===== config.mk =====
export PLATFORM = sky130hd
export DESIGN_NAME = reg_bank_arbiter
export DESIGN_NICKNAME = d
export VERILOG_FILES = /design/src/rtl/reg_bank_pkg.sv /design/src/rtl/reg_bank_arbiter_rr_pick.sv /design/src/rtl/reg_bank_arbiter.sv
export SDC_FILE = /design/constraint.sdc
export NUM_CORES = 1
export LEC_CHECK = 0
export CORE_MARGIN = 2
export CORE_UTILIZATION = 40
export DETAILED_ROUTE_END_ITERATION = 12
export PLACE_DENSITY = 0.65
export REMOVE_ABC_BUFFERS = 1
export SLEW_MARGIN = 10
export SYNTH_ARGS = -nofsm -noshare
export SYNTH_HDL_FRONTEND = slang
export SYNTH_SLANG_ARGS = --single-unit

===== constraint.sdc =====
create_clock -name clk -period 2.4 [get_ports clk]
set_input_delay 0.48 -clock clk [delete_from_list [all_inputs] [get_ports clk]]
set_output_delay 0.48 -clock clk [all_outputs]
set_load 0.05 [all_outputs]

===== src/rtl/reg_bank_pkg.sv =====
// Shared definitions for the arbitrated register bank: FSM state encoding and
// default geometry (requesters, data width, bank depth, address width).
package reg_bank_pkg;

   typedef enum logic [1:0] {
      ST_IDLE  = 2'd0,
      ST_WRITE = 2'd1,
      ST_ACK   = 2'd2
   } state_t;

   localparam int NREQ_DEF = 4;
   localparam int DW_DEF   = 4;
   localparam int NREG_DEF = 4;
   localparam int AW_DEF   = 2;

   // Index width for requester pointers; never below 1 bit.
   function automatic int idx_width(input int n);
      return (n > 1) ? $clog2(n) : 1;
   endfunction

endpackage


===== src/rtl/reg_bank_arbiter_rr_pick.sv =====
// Combinational round-robin picker: first set req bit at or above ptr, wrapping modulo NREQ.
// Pure logic, no state; valid is low when no request is pending.
module rr_pick #(
   parameter int NREQ = 4,
   parameter int PW   = 2
) (
   input  logic [NREQ-1:0] req,
   input  logic [PW-1:0]   ptr,
   output logic            valid,
   output logic [PW-1:0]   idx
);

   int w_j;

   // Scan from farthest to nearest so the closest hit to ptr is written last.
   always_comb begin
      valid = 1'b0;
      idx   = '0;
      w_j   = 0;
      for (int k = NREQ - 1; k >= 0; k--) begin
         w_j = int'(ptr) + k;
         if (w_j >= NREQ) begin
            w_j = w_j - NREQ;
         end
         if (req[w_j]) begin
            valid = 1'b1;
            idx   = PW'(w_j);
         end
      end
   end

endmodule


===== src/rtl/reg_bank_arbiter.sv =====
// Round-robin arbitrated single write port onto a small register bank, IDLE->WRITE->ACK per write.
// Optional macro RD_BYPASS_EN forwards the staged write data to the read port during WRITE.
module reg_bank_arbiter
   import reg_bank_pkg::*;
#(
   parameter int NREQ = NREQ_DEF,
   parameter int DW   = DW_DEF,
   parameter int NREG = NREG_DEF,
   parameter int AW   = AW_DEF
) (
   input  logic              clk,
   input  logic              rst,
   input  logic [NREQ-1:0]   req,
   input  logic [NREQ*AW-1:0] wr_addr,
   input  logic [NREQ*DW-1:0] wr_data,
   output logic [NREQ-1:0]   ack,
   output logic              busy,
   input  logic [AW-1:0]     rd_addr,
   output logic [DW-1:0]     rd_data
);

   localparam int PW = idx_width(NREQ);

   state_t          r_state;
   logic [PW-1:0]   r_ptr;
   logic [PW-1:0]   r_gnt_idx;
   logic [AW-1:0]   r_stg_addr;
   logic [DW-1:0]   r_stg_data;
   logic [NREQ-1:0] r_ack;
   logic [DW-1:0]   r_bank [NREG];

   logic            w_pick_vld;
   logic [PW-1:0]   w_pick_idx;
   logic [DW-1:0]   w_rd_data;

   rr_pick #(
      .NREQ (NREQ),
      .PW   (PW)
   ) u_rr_pick (
      .req   (req),
      .ptr   (r_ptr),
      .valid (w_pick_vld),
      .idx   (w_pick_idx)
   );

   always_ff @(posedge clk) begin
      if (rst) begin
         r_state    <= ST_IDLE;
         r_ptr      <= '0;
         r_gnt_idx  <= '0;
         r_stg_addr <= '0;
         r_stg_data <= '0;
         r_ack      <= '0;
         for (int i = 0; i < NREG; i++) begin
            r_bank[i] <= '0;
         end
      end else begin
         case (r_state)
            ST_IDLE: begin
               r_ack <= '0;
               if (w_pick_vld) begin
                  r_gnt_idx  <= w_pick_idx;
                  r_stg_addr <= wr_addr[w_pick_idx*AW +: AW];
                  r_stg_data <= wr_data[w_pick_idx*DW +: DW];
                  r_state    <= ST_WRITE;
               end
            end
            ST_WRITE: begin
               r_bank[r_stg_addr] <= r_stg_data;
               r_ack              <= '0;
               r_ack[r_gnt_idx]   <= 1'b1;
               r_state            <= ST_ACK;
            end
            ST_ACK: begin
               r_ack   <= '0;
               r_ptr   <= (r_gnt_idx == PW'(NREQ - 1)) ? '0 : r_gnt_idx + 1'b1;
               r_state <= ST_IDLE;
            end
            default: begin
               r_ack   <= '0;
               r_state <= ST_IDLE;
            end
         endcase
      end
   end

   assign ack  = r_ack;
   assign busy = (r_state != ST_IDLE);

   always_comb begin
      w_rd_data = r_bank[rd_addr];
`ifdef RD_BYPASS_EN
      if ((r_state == ST_WRITE) && (rd_addr == r_stg_addr)) begin
         w_rd_data = r_stg_data;
      end
`else
`endif
   end

   assign rd_data = w_rd_data;

endmodule

* After elaboration in Yosys (flattened, before gate mapping) *
Memory sizes are Yosys's and may differ from the RTL's.
Index checks and enable logic that the tools add are counted.
W data, S select, Z words.

storage, ports and cells
  RAM bits = 16
  register bits after elaboration = 16
  memories = 1
  logic and storage cells = 75

memory list
  memory  depth  width  read ports  clocked after Yosys merged registers in  wr ports  RTL line                text
  r_bank  4      4      1           0                                        4         reg_bank_arbiter.sv:30  logic [DW-1:0] r_bank [NREG];

operators by class
  add/subtract/negate cells = 8
  magnitude comparators = 10
  equal/unequal tests = 4
  muxes and demuxes = 37
  shift operators = 2
  bitwise logic cells = 1
  reductions and logical operators = 6

operators by type and width
  kind                     number
  $lt A32 B4 Y1 const B    4
  $mux W32                 4
  $ge A32 B4 Y1 const B    3
  $sub A32 B4 Y32 const B  3
  $mux W1                  19
  $shiftx A16 B5 Y4        1
  $mux W2                  7
  $bmux W1 S2              4
  $shiftx A8 B4 Y2         1
  $add A2 B2 Y3 const B    2
  $eq A2 B2 Y1 const B     2
  $mux W4                  1
  $pmux W2 S2              1
  $reduce_or A4 Y1         1
  $sub A2 B3 Y4 const B    1
  $add A2 B1 Y3 const B    1
  $ge A2 B3 Y1 const B     1
  $lt A2 B3 Y1 const B     1
  $add A2 B1 Y2 const B    1
  $demux W1 S2             1
  $eq A2 B1 Y1 const B     1
  $ge A2 B1 Y1 const B     1
  $logic_not A2 Y1         1
  $ne A2 B1 Y1 const B     1
  5 further kinds          5

* Depth between registers and ports, before layout *
  word-level depth = 12
  depth in mapped cells = 6

* Modules after synthesis *
Synthesis repeated with hierarchy kept, for this count alone.

second synthesis, totals
  cells, all modules = 131
  area total of the unflattened synthesis = 1567.8 µm²

by module, submodules not included
  module            cells each  sequential area each (µm²)  area an instance (µm²)  times used
  reg_bank_arbiter  118         800.8                       1490.2                  1
  rr_pick           13          0.0                         77.6                    1

* Worst setup path before layout *
OpenSTA, ideal clock, no wires.

  path type = input to output
  start point = input rd_addr[0]
  end point = output rd_data[0]
  arrival = 1.115 ns
  setup slack = 0.805 ns
  cell stages on the path = 1
  data required time = 1.920 ns
  path through = mux4_2

between the ends
  longest elaborated chain between the ends = 1

RTL lines
  what           RTL line                text
  from (decl)    reg_bank_arbiter.sv:18  input logic [AW-1:0] rd_addr,
  $mem_v2 Z4 W4  -
  to (decl)      reg_bank_arbiter.sv:19  output logic [DW-1:0] rd_data

Every way passes these cells.

* Worst setup path after layout *
  start point = input rd_addr[0]
  end point = output rd_data[3]

Same word-level chain as after synthesis.

==> results by group <==
Run status
  – Outcome: completed

STA
  – Slew Viols, Final: 0
  – WHS: roughly 0.57 ns
  – Hold Vio Cnt, Final: 0
  – Crit share post-route: between 90% and 100%
  – Final setup viols: 0
  – Tmin final: 2.31 ns
  – Fmax: around 430 MHz
  – RSZ-0062 raised after global routing: no
  – Setup TNS: 0 ns
  – Worst Tran Pin Value: approximately 0.53 ns
  – Slew margin rel.: around 65%
  – Clk_skew: ~0.004 ns

Setup path
  – Buf/Inv on CP: 2
  – Arr. time, crit path: about 1.8 ns
  – Crit path launch type: input pin
  – Worst EP required: ~1.9 ns
  – Crit path kind: in2out
  – Worst-path cell chain: clkdlybuf4s50_1 -> mux4_2 -> buf_4
  – CP max stage delay: roughly 0.61 ns
  – Worst setup EP type: primary output
  – CP top delay family: buffers and inverters
  – Crit-path max FO: 4
  – Slowest stage cell, crit path: clkdlybuf4s50_1

Worst hold path
  – HP Class: reg2reg

Die
  – Die width: 67.2 um
  – Die area: about 0.0045 mm2
  – Effective utilization at floorplan: between 40% and 50%
  – # IOs: slightly above 40
  – Die Y: roughly 67 um
  – Core area: between 0.003 and 0.004 mm2
  – FP Rows: 22

Placed design
  – DP HPWL: between 2000 and 2500 um
  – Placed insts: about 220
  – I/O Buffers: 40
  – Global placement routability congestion: about 0.77

Clocking
  – Worst-Skew Late Latency: between 0.2 and 0.3 ns
  – Clock root cell: clkbuf_8
  – Hold-fix buffers at CTS: 0
  – TritonCTS Buffers: 5
  – Resized cells post-CTS: 0
  – Reg clk slew, reported paths: 0.06 ns
  – Clock H-tree levels: 2
  – CTS Sinks: 32
  – # Post-CTS Setup Buffers: 0
  – Clock Tree Buf Depth: 2
  – TritonCTS clock tree: built

Routing
  – Post-DRT Antenna Nets: 0
  – DRC: 0
  – Via count: around 1,100
  – Detailed Route Iter0 Violations: just under 70
  – Routed len/inst: 14.0 um
  – WL final: approximately 3100 um
  – DRT Pass-1 Iters: 2
  – Via/cell ratio: about 5.0

GRT
  – First-pass GRT wire length: 5490 um
  – Vias in the first global route: between 1,000 and 1,500
  – Global route overflow: 0
  – Initial antenna violation count: 0
  – Pin count of the biggest net entering global routing: 16
  – Overall routing resource usage: about 17%

Power
  – Internal Dissipation: 0.940 mW
  – Leak pwr: approximately 0.8 nW
  – Seq pwr share: 50.0%
  – Comb power frac: 20.1%
  – Cell Pwr Density: approximately 600 mW/mm2
  – Clock power frac: between 20 and 30%
  – Psw: 0.344 mW
  – Switching Share: around 27%
  – Peak VDD IR: 0.200 mV

Logic synthesis
  – Largest family of logic cells by synthesized area: simple AND/OR/NAND/NOR gates
  – Synth Area in Adders: about 3.1%
  – Synth warn: 0
  – Post-synthesis sequential area ratio: between 50 and 60%
  – Distinct cells, synth: 29
  – Synthesized-area fraction occupied by xor and xnor cells: 0%
  – Simple-gate area share of the yosys netlist: 19.3%
  – Mapped cell area: around 0.0016 mm2
  – Post-synthesis mux area share: roughly 15%
  – Synth Area in Compound Gates: ~9%
  – Syn avg cell area: about 12 um2
  – FF+latch count, synth: 32
  – Mapped Cells: 128

Flow run
  – Reported max-cap violation count: 0

Layout
  – Non-Filler Instances: 225
  – Fin nets: 212
  – Core Util, Final: approximately 57%
  – Share of cells above drive strength 1: between 10% and 20%
  – Ant diodes: 0
  – Area growth, synth to finish: 33.4%
cells in the mapped netlist:
cell type / number / area (um2)
mux2i_1: 15 / 150
or2_4: 1 / 8.76
ha_1: 4 / 50.1
a41o_1: 1 / 10.0
a31o_1: 1 / 8.76
nand2b_1: 2 / 12.5
nor2_1: 8 / 30.0
o21ai_2: 1 / 8.76
dfxtp_1: 16 / 320
nand2b_2: 1 / 8.76
buf_6: 1 / 11.3
a21oi_4: 1 / 16.3
buf_8: 1 / 15.0
or2_2: 3 / 18.8
and3b_1: 2 / 17.5
inv_1: 6 / 22.5
o221ai_1: 6 / 52.6
buf_2: 1 / 5.00
a221oi_2: 1 / 15.0
nor2_8: 1 / 20.0
nand2_2: 1 / 6.26
a22o_1: 1 / 8.76
clkbuf_1: 1 / 3.75
nand3b_1: 6 / 45.0
mux4_2: 4 / 90.1
and2_1: 20 / 125
nor3b_1: 2 / 15.0
a21oi_1: 4 / 20.0
edfxtp_1: 16 / 480
sequential cells by signal (all words and copies together), names as in the netlist:
register / count
r_bank: 16
r_gnt_idx: 2
r_state: 2
r_stg_data: 4
r_ptr: 2
ack: 4
r_stg_addr: 2
stage by stage:
step / instance area (um2) / setup WS, ns / total power [mW]
global route: 2130 / 0.0383 / 1.35
finish: 2130 / 0.0933 / 1.28
floorplan: 1560 / 0.566 / 0.796
CTS: 2130 / 0.0787 / 1.30
detailed placement: 2050 / 0.0834 / 0.914
global placement: 2050 / 0.108 / 0.906
cell usage in the layout, fill, tap and decap left out, types with 2 or more instances in the layout:
master	count
a21oi_1	4
and2_1	20
and3b_1	2
buf_4	9
clkbuf_8	5
clkdlybuf4s50_1	36
clkinv_1	2
dfxtp_1	16
edfxtp_1	16
ha_1	4
inv_1	6
mux2i_1	15
mux4_2	4
nand2b_1	2
nand3b_1	6
nor2_1	8
nor3b_1	2
o221ai_1	6
or2_2	3
cell families (layout without fill, tap and decap cells):
logic type	Yosys count	in the layout
simple gates	47	47
compound gates	16	16
buf+inv	10	59
mux	19	19
flops	32	32
fa+ha+maj	4	4
power groups by stage:
stage	Clock (mW)	Combinational (mW)	Sequential [mW]
after floorplan	0	0.149	0.647
after global placement	0	0.253	0.653
after detailed placement	0	0.259	0.655
after CTS	0.396	0.261	0.643
after global routing	0.421	0.281	0.647
final	0.384	0.258	0.642
path summary, 6_finish.rpt:
check,cells past startpoint,endpoint,slack [ns],startpoint
worst max register to register,6,r_stg_data[0]$_SDFFE_PP0P_,0.86,r_ptr[1]$_SDFFE_PP0N_
worst max-delay path,3,rd_data[3],0.09,rd_addr[0]
worst min register to register,2,r_gnt_idx[1]$_SDFFE_PP0P_,0.57,r_gnt_idx[1]$_SDFFE_PP0P_
worst min-delay path,2,r_gnt_idx[1]$_SDFFE_PP0P_,0.57,r_gnt_idx[1]$_SDFFE_PP0P_
metal layers:
metal | part of all wire, % | global-route usage (%) | vias to the layer above
li1 | - | - | 562
met1 | 45 | 19.2 | 519
met2 | 48 | 28.3 | 39
met3 | 5.5 | 5.17 | 6
met4 | 1.8 | 6.89 | 0
met5 | 0 | 0 | -
worst reg2reg max path, cell delays in order (launching register included):
cell,delay [ns]
dfxtp_1,0.37
a21oi_1,0.20
o21ai_2,0.09
a21oi_4,0.14
buf_4,0.23
mux2i_1,0.25
o221ai_1,0.14
area by class of cell:
class,count,area [um2]
well taps,48,60.1
inverters,6,22.5
flip-flops and latches,32,801
repair buffers,45,428
multi-input cells,86,738
fillers,315,1610
clock inverters,2,7.51
clock buffers,6,72.6
No activity file was read; power rests on OpenSTA's default activity.
